**config.mk**
```make
export PLATFORM = sky130hd
export DESIGN_NAME = datapath_sequencer
export DESIGN_NICKNAME = d
export VERILOG_FILES = /design/src/rtl/datapath_seq_pkg.sv /design/src/rtl/datapath_sequencer_seq_decode.sv /design/src/rtl/datapath_sequencer.sv
export SDC_FILE = /design/constraint.sdc
export NUM_CORES = 1
export LEC_CHECK = 0
export CAP_MARGIN = 20
export CORE_MARGIN = 5
export CORE_UTILIZATION = 37
export DETAILED_ROUTE_END_ITERATION = 12
export GPL_ROUTABILITY_DRIVEN = 0
export GPL_TIMING_DRIVEN = 0
export PLACE_DENSITY = 0.88
export RECOVER_POWER = 25
export SLEW_MARGIN = 20
export SYNTH_ARGS = -nofsm -noshare
export SYNTH_HDL_FRONTEND = slang
export SYNTH_SLANG_ARGS = --single-unit
export TNS_END_PERCENT = 20
```
**constraint.sdc**
```tcl
create_clock -name clk -period 1.6 [get_ports clk]
set_input_delay 0.48 -clock clk [delete_from_list [all_inputs] [get_ports clk]]
set_output_delay 0.48 -clock clk [all_outputs]
set_load 0.1 [all_outputs]
```
**src/rtl/datapath_seq_pkg.sv**
```systemverilog
// Shared definitions for the datapath control sequencer: FSM states,
// opcode values, instruction field positions and the control strobe bundle.
// Optional multiply/divide support is enabled by DATAPATH_SEQ_MULDIV_EN.
package datapath_seq_pkg;

  // Instruction field bit positions within the IR
  localparam int OPC_MSB = 31;
  localparam int OPC_LSB = 27;
  localparam int RA_MSB  = 26;
  localparam int RA_LSB  = 23;
  localparam int RB_MSB  = 22;
  localparam int RB_LSB  = 19;
  localparam int RC_MSB  = 18;
  localparam int RC_LSB  = 15;
  localparam int C_MSB   = 18;
  localparam int C_LSB   = 0;

  // Opcodes handled by the sequencer
  localparam logic [4:0] OP_LDI        = 5'b00001;
  localparam logic [4:0] OP_ADD        = 5'b00011;
  localparam logic [4:0] OP_RTYPE_LAST = 5'b01011;
  localparam logic [4:0] OP_ADDI       = 5'b01100;
  localparam logic [4:0] OP_ANDI       = 5'b01101;
  localparam logic [4:0] OP_ORI        = 5'b01110;
  localparam logic [4:0] OP_MUL        = 5'b01111;
  localparam logic [4:0] OP_DIV        = 5'b10000;

  // ALU function codes shared with the ALU (the ALU decodes the opcode itself)
  localparam logic [4:0] ALU_NOP = 5'b00000;
  localparam logic [4:0] ALU_ADD = OP_ADD;

  typedef enum logic [2:0] {
    ST_IDLE,
    ST_T0,
    ST_T1,
    ST_T2,
    ST_T3,
    ST_T4,
    ST_T5
`ifdef DATAPATH_SEQ_MULDIV_EN
    , ST_T6
`endif
  } state_t;

  // Every single-bit control strobe driven by the sequencer
  typedef struct packed {
    logic pc_out;
    logic mar_in;
    logic inc_pc;
    logic md_read;
    logic mdr_in;
    logic mdr_out;
    logic ir_in;
    logic y_in;
    logic z_in;
    logic zlo_out;
    logic c_out;
    logic gra;
    logic grb;
    logic grc;
    logic r_in;
    logic r_out;
    logic ba_out;
    logic busy;
    logic done;
    logic illegal;
`ifdef DATAPATH_SEQ_MULDIV_EN
    logic lo_in;
    logic hi_in;
    logic zhi_out;
`endif
  } ctrl_t;

endpackage

```
**src/rtl/datapath_sequencer_seq_decode.sv**
```systemverilog
// Opcode classifier for the datapath sequencer. Purely combinational.
// mul/div are recognised only when DATAPATH_SEQ_MULDIV_EN is defined.
module seq_decode
  import datapath_seq_pkg::*;
#(
  parameter int OPW = 5
) (
  input  logic [OPW-1:0] i_opcode,
  output logic           o_rtype,
  output logic           o_imm,
  output logic           o_ldi,
  output logic           o_muldiv,
  output logic           o_illegal
);

  // Map the opcode onto one instruction class; anything unmatched is illegal
  always_comb begin
    o_rtype   = (i_opcode >= OP_ADD) && (i_opcode <= OP_RTYPE_LAST);
    o_imm     = (i_opcode == OP_ADDI) || (i_opcode == OP_ANDI) || (i_opcode == OP_ORI);
    o_ldi     = (i_opcode == OP_LDI);
`ifdef DATAPATH_SEQ_MULDIV_EN
    o_muldiv  = (i_opcode == OP_MUL) || (i_opcode == OP_DIV);
`else
    o_muldiv  = 1'b0;
`endif
    o_illegal = !(o_rtype || o_imm || o_ldi || o_muldiv);
  end

endmodule

```
**src/rtl/datapath_sequencer.sv**
```systemverilog
// Fetch/execute control sequencer for the single-bus datapath.
// All strobes are registered: each edge loads the outputs of the state being
// entered. Define DATAPATH_SEQ_MULDIV_EN for mul/div (adds T6 and the
// lo_in / hi_in / zhi_out ports).
module datapath_sequencer
  import datapath_seq_pkg::*;
#(
  parameter int OPW  = 5,
  parameter int ALUW = 5
) (
  input  logic            clk,
  input  logic            clr,
  input  logic            start,
  input  logic [31:0]     ir,
  input  logic            mem_ready,
  output logic            pc_out,
  output logic            mar_in,
  output logic            inc_pc,
  output logic            md_read,
  output logic            mdr_in,
  output logic            mdr_out,
  output logic            ir_in,
  output logic            y_in,
  output logic            z_in,
  output logic            zlo_out,
  output logic            c_out,
  output logic            gra,
  output logic            grb,
  output logic            grc,
  output logic            r_in,
  output logic            r_out,
  output logic            ba_out,
  output logic [ALUW-1:0] alu_op,
  output logic            busy,
  output logic            done,
  output logic            illegal
`ifdef DATAPATH_SEQ_MULDIV_EN
  , output logic          lo_in
  , output logic          hi_in
  , output logic          zhi_out
`endif
);

  state_t          r_state;
  logic [OPW-1:0]  r_opcode;
  ctrl_t           r_ctrl;
  logic [ALUW-1:0] r_alu_op;

  logic [OPW-1:0]  w_op_sel;
  logic            w_rtype;
  logic            w_imm;
  logic            w_ldi;
  logic            w_muldiv;
  logic            w_illegal;
  logic            w_ir_unused;

  // In T2 the opcode is still on the IR and is classified directly so the T3
  // strobes can be registered on the same edge that latches it.
  assign w_op_sel = (r_state == ST_T2) ? ir[OPC_MSB -: OPW] : r_opcode;

  // Register fields are steered by the register file, not by this block
  assign w_ir_unused = ^ir[OPC_MSB-OPW:0];

  seq_decode #(.OPW(OPW)) u_decode (
    .i_opcode  (w_op_sel),
    .o_rtype   (w_rtype),
    .o_imm     (w_imm),
    .o_ldi     (w_ldi),
    .o_muldiv  (w_muldiv),
    .o_illegal (w_illegal)
  );

  // State transitions plus registered Moore outputs for the state being entered
  always_ff @(posedge clk or negedge clr) begin
    if (!clr) begin
      r_state  <= ST_IDLE;
      r_opcode <= '0;
      r_ctrl   <= '0;
      r_alu_op <= '0;
    end else begin
      r_ctrl   <= '0;
      r_alu_op <= '0;
      case (r_state)
        ST_IDLE: begin
          if (start) begin
            r_state       <= ST_T0;
            r_ctrl.busy   <= 1'b1;
            r_ctrl.pc_out <= 1'b1;
            r_ctrl.mar_in <= 1'b1;
            r_ctrl.inc_pc <= 1'b1;
          end else begin
            r_state <= ST_IDLE;
          end
        end
        ST_T0: begin
          r_state        <= ST_T1;
          r_ctrl.busy    <= 1'b1;
          r_ctrl.md_read <= 1'b1;
          r_ctrl.mdr_in  <= 1'b1;
        end
        ST_T1: begin
          r_ctrl.busy <= 1'b1;
          if (mem_ready) begin
            r_state        <= ST_T2;
            r_ctrl.mdr_out <= 1'b1;
            r_ctrl.ir_in   <= 1'b1;
          end else begin
            r_state        <= ST_T1;
            r_ctrl.md_read <= 1'b1;
            r_ctrl.mdr_in  <= 1'b1;
          end
        end
        ST_T2: begin
          r_state     <= ST_T3;
          r_opcode    <= ir[OPC_MSB -: OPW];
          r_ctrl.busy <= 1'b1;
          if (w_illegal) begin
            r_ctrl.illegal <= 1'b1;
          end else begin
            r_ctrl.r_out  <= 1'b1;
            r_ctrl.y_in   <= 1'b1;
            r_ctrl.ba_out <= w_ldi;
            if (w_muldiv) r_ctrl.gra <= 1'b1;
            else          r_ctrl.grb <= 1'b1;
          end
        end
        ST_T3: begin
          if (w_illegal) begin
            r_state <= ST_IDLE;
          end else begin
            r_state     <= ST_T4;
            r_ctrl.busy <= 1'b1;
            r_ctrl.z_in <= 1'b1;
            if (w_ldi) begin
              r_ctrl.c_out <= 1'b1;
              r_alu_op     <= ALUW'(ALU_ADD);
            end else if (w_imm) begin
              r_ctrl.c_out <= 1'b1;
              r_alu_op     <= ALUW'(r_opcode);
            end else if (w_muldiv) begin
              r_ctrl.grb   <= 1'b1;
              r_ctrl.r_out <= 1'b1;
              r_alu_op     <= ALUW'(r_opcode);
            end else begin
              r_ctrl.grc   <= 1'b1;
              r_ctrl.r_out <= 1'b1;
              r_alu_op     <= ALUW'(r_opcode);
            end
          end
        end
        ST_T4: begin
          r_state        <= ST_T5;
          r_ctrl.busy    <= 1'b1;
          r_ctrl.zlo_out <= 1'b1;
          if (w_muldiv) begin
`ifdef DATAPATH_SEQ_MULDIV_EN
            r_ctrl.lo_in <= 1'b1;
`endif
          end else begin
            r_ctrl.gra  <= 1'b1;
            r_ctrl.r_in <= 1'b1;
            r_ctrl.done <= 1'b1;
          end
        end
        ST_T5: begin
`ifdef DATAPATH_SEQ_MULDIV_EN
          if (w_muldiv) begin
            r_state        <= ST_T6;
            r_ctrl.busy    <= 1'b1;
            r_ctrl.zhi_out <= 1'b1;
            r_ctrl.hi_in   <= 1'b1;
            r_ctrl.done    <= 1'b1;
          end else begin
            r_state <= ST_IDLE;
          end
`else
          r_state <= ST_IDLE;
`endif
        end
        default: r_state <= ST_IDLE;
      endcase
    end
  end

  assign pc_out  = r_ctrl.pc_out;
  assign mar_in  = r_ctrl.mar_in;
  assign inc_pc  = r_ctrl.inc_pc;
  assign md_read = r_ctrl.md_read;
  assign mdr_in  = r_ctrl.mdr_in;
  assign mdr_out = r_ctrl.mdr_out;
  assign ir_in   = r_ctrl.ir_in;
  assign y_in    = r_ctrl.y_in;
  assign z_in    = r_ctrl.z_in;
  assign zlo_out = r_ctrl.zlo_out;
  assign c_out   = r_ctrl.c_out;
  assign gra     = r_ctrl.gra;
  assign grb     = r_ctrl.grb;
  assign grc     = r_ctrl.grc;
  assign r_in    = r_ctrl.r_in;
  assign r_out   = r_ctrl.r_out;
  assign ba_out  = r_ctrl.ba_out;
  assign busy    = r_ctrl.busy;
  assign done    = r_ctrl.done;
  assign illegal = r_ctrl.illegal;
  assign alu_op  = r_alu_op;
`ifdef DATAPATH_SEQ_MULDIV_EN
  assign lo_in   = r_ctrl.lo_in;
  assign hi_in   = r_ctrl.hi_in;
  assign zhi_out = r_ctrl.zhi_out;
`endif

endmodule

```
### Word-level counts from Yosys, hierarchy flattened

Cells that the tools add are included.
Widths: inputs -> output; s select.

| word-level totals | value |
|---|---|
| flip-flop bits (word level) | 31 |
| logic and storage cells | 78 |

| operators by class | value |
|---|---|
| order comparisons | 2 |
| eq/ne operators | 9 |
| muxes and demuxes | 39 |
| reduce and logical (&&, ||, !) cells | 7 |

Operators with widths:

| kind | number |
|---|---|
| $mux 1 | 22 |
| $mux 5 | 4 |
| $pmux 3 s6 | 1 |
| $eq 5x4->1 const B | 3 |
| $mux 3 | 3 |
| $mux 2 | 4 |
| $eq 3x2->1 const B | 2 |
| $eq 3x3->1 const B | 2 |
| $pmux 1 s2 | 3 |
| $eq 5x1->1 const B | 1 |
| $ge 5x2->1 const B | 1 |
| $le 5x4->1 const B | 1 |
| $logic_or 1x1->1 | 4 |
| $pmux 2 s2 | 1 |
| $reduce_or 4->1 | 1 |
| $eq 3x1->1 const B | 1 |
| $logic_not 3->1 | 1 |
| $pmux 1 s3 | 1 |
| $logic_and 1x1->1 | 1 |

### Logic depth before layout (Yosys ltp)

Gate-level depths: netlist of run 1.

| depth | value |
|---|---|
| depth in word-level cells | 9 |
| gate-level depth with buffers | 5 |

### Modules after synthesis

A second synthesis of run 1 with hierarchy kept.

| unflattened totals | value |
|---|---|
| cells, all modules | 93 |
| area total of the unflattened synthesis | 1152.4 µm² |

Modules (own cells, without submodules):

| module | instances | cells each | area each (µm²) | sequential area each (µm²) |
|---|---|---|---|---|
| datapath_sequencer | 1 | 83 | 1086.0 | 700.7 |
| seq_decode | 1 | 10 | 66.3 | 0.0 |

### Least setup slack after synthesis of run 1

OpenSTA, ideal clock, no wires.

| path | value |
|---|---|
| kind | flip-flop to output port |
| start | register done (netlist name) |
| end | output port gra |
| arrival time | 1357 ps |
| setup slack | -237 ps |
| cell stages (with the launch flop) | 2 |
| buffers on the path | 1 |
| cell sequence | dfrtp_1 -> buf_4 |

RTL lines:

| what | line | text |
|---|---|---|
| end, declared | datapath_sequencer.sv:27 | `output logic gra,` |

### Worst setup path in the final report of run 1

| path | value |
|---|---|
| start | input port ir[29] |
| end | register r_alu_op[1] (netlist: alu_op[1]) |

| on the way | value |
|---|---|
| longest elaborated chain between the ends | 8 |

Ends and longest elaborated chain:

| what | line | text |
|---|---|---|
| start, declared | datapath_sequencer.sv:14 | `input logic [31:0] ir,` |
| $mux 5 * | -- |  |
| parallel branches: the longest is 5 deep, another holds $ge 5x2->1 | -- |  |
| $mux 5 * | datapath_sequencer.sv:128 | `if (w_illegal) begin` |
| $mux 5 * | datapath_sequencer.sv:83 | `case (r_state)` |
| end signal, assigned | datapath_sequencer.sv:136 | `r_alu_op <= ALUW'(ALU_ADD);` |
| end signal, assigned | datapath_sequencer.sv:139 | `r_alu_op <= ALUW'(r_opcode);` |
| end signal, assigned | datapath_sequencer.sv:143 | `r_alu_op <= ALUW'(r_opcode);` |
| end, declared | datapath_sequencer.sv:47 | `logic [ALUW-1:0] r_alu_op;` |

Mark *: on every way between the ends.

==> out/qor.yml, run 1 <==
status: "completed"
path_cells: "clkdlybuf4s50_1 -> or4b_4 -> nor3_4 -> o31a_1"
worstSetupEndpoint: "alu_op[1]$_DFF_PN0_"
wirelength_um: 2060
met3_usage_pct: 3.33
cellPowerDensity_nw_per_um2: 2070
cpPeakStageDelay_ns: 0.57
syn_nets: 118
period_needed_ns: 1.57
drv_slew: 0
nets: 156
crit_start: "ir[29]"
cap_violations: 0
skew_ns: 0.00766
hold_slack_ns: 0.402
worst_slack_ns: 0.0266
cts_hold_buf: 0
ys_seq_area_share_pct: 58.1
place_ws_ns: -0.470
p_sw_share_pct: 53.0
layout-drive-gt1-share_pct: 39.5
drt_iter0_drc: 4
grt_remaining_overflow: 0
peakVddDrop_uv: 1500
crit_type: "in2reg"
period_share_pct: 98.3
power.switching_w: 0.00156
finalHoldViolations: 0
hp-class: "in2async"
grt_first_pass_wirelength_um: 3590
worst_slew_pin_slew_ns: 1.26
internal-power_w: 0.00139
antenna_cells: 0
ioPinCount: 61
avgSynthCellArea_um2: 13.1
die_w_um: 63.9
p_clk_share_pct: 9.2
viasPerCell: 5.01
ys_ff_latch: 25
gr-max-usage-layer: "met2"
rrSetupSlack_ns: 0.13
drc_errors: 0
leakagePower_nw: 0.703
finalSetupViolations: 0
grt_start_max_net_pins: 26
worst_setup_path_end_kind: "register"
globalRouteMet1Util_pct: 12.5
crit_slowest_cell: "or4b_4"
clk_path_buf_depth: 2
grtUsageTotal_pct: 10.9
route.vias.total: 751
wl_per_cell_um: 13.7
drt_pass1_iterations: 4
cts_tree: "built"
initial_utilization_pct: 38.7
slew_headroom_pct: 16.0
antenna_found_initial: 0
netlist_instances: 82
grt_pass1_vias: 812
row_count: 19
start_kind: "input port"
max_freq_mhz: 636
yosysUniqueCellTypes: 36
ctsHtreeMaxLevel: 1
p_seq_share_pct: 33.4
root_buffer: "clkbuf_4"
dieArea_um2: 4090
die_h_um: 63.9
cts.clk_slew.worst_paths_ns: 0.13
numClockSinks: 25
hpwlAfterDp_um: 1610
pwr-share-comb_pct: 57.4
yosysWarnings: 0
io_buffers: 33
layout_commonest_cell: "dfrtp_1"
n_fill_cell: 269
clock_latency_ns: 0.32
r2r-start: "r_opcode[2]$_DFF_PN0_"
core_um2: 2780
ant_nets: 0
crit_path_max_fanout: 4
arrival_ns: 1.84
r2r_cells: 4
rsz0062_at_grt: "yes"
use_met2_pct: 17.7
most-common-layout-cells: "dfrtp_1 (24), buf_4 (14), clkbuf_4 (12)"
cts_buffers: 3
rr_endpoint: "r_state[0]$_DFF_PN0_"
area_growth_syn_to_layout_pct: 32.6
cp.required_ns: 1.87
syn_area_um2: 1080
-- worst min path at each step --
stage	from	endpoint	slack, ns	cells after the start
final	clr	busy$_DFF_PN0_	0.40	1
after detailed placement	r_state[2]$_DFF_PN0_	md_read$_DFF_PN0_	0.56	1
after global routing	clr	alu_op[1]$_DFF_PN0_	0.54	1
after CTS	r_state[2]$_DFF_PN0_	md_read$_DFF_PN0_	0.58	1
after floorplan	clr	alu_op[0]$_DFF_PN0_	0.18	0
after global placement	r_state[2]$_DFF_PN0_	md_read$_DFF_PN0_	0.55	1
-- cells in the mapped netlist --
master	n	share of area [%]
nor3b_1	2	1.4
inv_2	1	0.35
o21ai_1	1	0.46
a21oi_1	2	0.93
nand3_2	1	0.93
and2_1	2	1.2
inv_1	1	0.35
nor4b_2	1	1.4
nand4_1	1	0.58
nand2b_1	2	1.2
and4_1	1	0.81
nor3_1	1	0.46
nand3b_4	1	1.9
buf_4	8	5.6
nor4_4	1	2.0
conb_1	1	0.35
nor3_2	1	0.93
buf_2	1	0.46
dfrtp_1	25	58
nor4_1	1	0.58
and3_1	3	1.7
or3_1	1	0.58
mux2_1	5	5.2
and4b_1	1	0.93
o21a_1	1	0.70
or3_4	1	1.0
o21ai_0	1	0.46
or3b_1	1	0.81
o2111ai_1	1	0.81
buf_6	1	1.0
or4b_1	2	1.9
nand2_1	1	0.35
nor2_1	4	1.4
o211ai_1	1	0.70
a2bb2oi_1	1	0.81
o31a_1	2	1.6
-- what timing repair did --
item                                    4_1_cts  5_1_grt
setup buffers                                 0        0
pin swaps                                     0        0
endpoints found under the setup margin       26       14
gates cloned                                  0        0
resized for setup                           140       14
-- power by group through the flow --
| stage | Combinational (W) | Clock, W | Sequential (W) |
|---|---|---|---|
| 6_report | 0.00169 | 0.000272 | 0.000985 |
| 3_3_place_gp | 0.00169 | 0 | 0.000985 |
| 4_1_cts | 0.00166 | 0.000286 | 0.000986 |
| 3_5_place_dp | 0.00172 | 0 | 0.00100 |
| 2_1_floorplan | 0.000829 | 0 | 0.00149 |
| 5_1_grt | 0.00177 | 0.000307 | 0.00102 |
-- per-layer routing --
layer | up-vias | share of wire [%]
met3 | 5 | 8.0
met5 | - | 0
met4 | 0 | 2.3
li1 | 366 | -
met1 | 350 | 42
met2 | 30 | 48
-- kinds of logic after synthesis --
kind of cell | count (synthesis) | share of synthesized area (%)
muxes | 5 | 5.23
buffers and inverters | 12 | 7.79
and+or+nand+nor | 29 | 22.0
AOI/OAI and AO/OA | 10 | 6.51
DFF | 25 | 58.1
other | 1 | 0.349
-- flip-flops by register name, summed over array words and instances (netlist names) --
name,cells
ir_in,1
busy,1
r_out,1
ba_out,1
alu_op,5
done,1
grb,1
z_in,1
illegal,1
inc_pc,1
grc,1
r_state,3
r_opcode,5
c_out,1
md_read,1
-- critical path, delay by kind of cell --
family,cells,cell delay (ns)
AO/OA/AOI/OAI,1,0.16
AND/OR/NAND/NOR,2,0.73
buffers and inverters,1,0.46
-- area by class of cell --
cell class              count  area (um2)  share of cell area (%)
well taps                  31        38.8                    2.72
clock buffers               4        26.3                    1.84
multi-input cells          45         377                    26.4
plain buffers              10        76.3                    5.35
inverters                   2        7.51                   0.526
repair buffers             33         274                    19.2
flip-flops and latches     25         627                    43.9
-- metrics by stage --
| step | instance area [um2] | TNS [ns] | utilization (%) | power, W | std cells |
|---|---|---|---|---|---|
| after floorplan | 1080 | -1.05 | - | 0.00232 | 82 |
| after global placement | 1450 | -14.73 | 52.0 | 0.00267 | 146 |
| after detailed placement | 1450 | -15.85 | 52.0 | 0.00272 | 146 |
| after CTS | 1390 | -0.00201 | 49.9 | 0.00293 | 150 |
| after global routing | 1430 | -0.0121 | 51.3 | 0.00310 | 150 |
| final | 1430 | 0 | 51.3 | 0.00295 | 150 |
No activity file was read; power rests on OpenSTA's default activity.
==> run 2, diff against run 1 <==
CTS_CLUSTER_SIZE = 12   (was unset)
HOLD_SLACK_MARGIN = 0.1   (was unset)
==> results of run 2 <==
The final DEF is identical to that of run 1; final timing and power are the same.
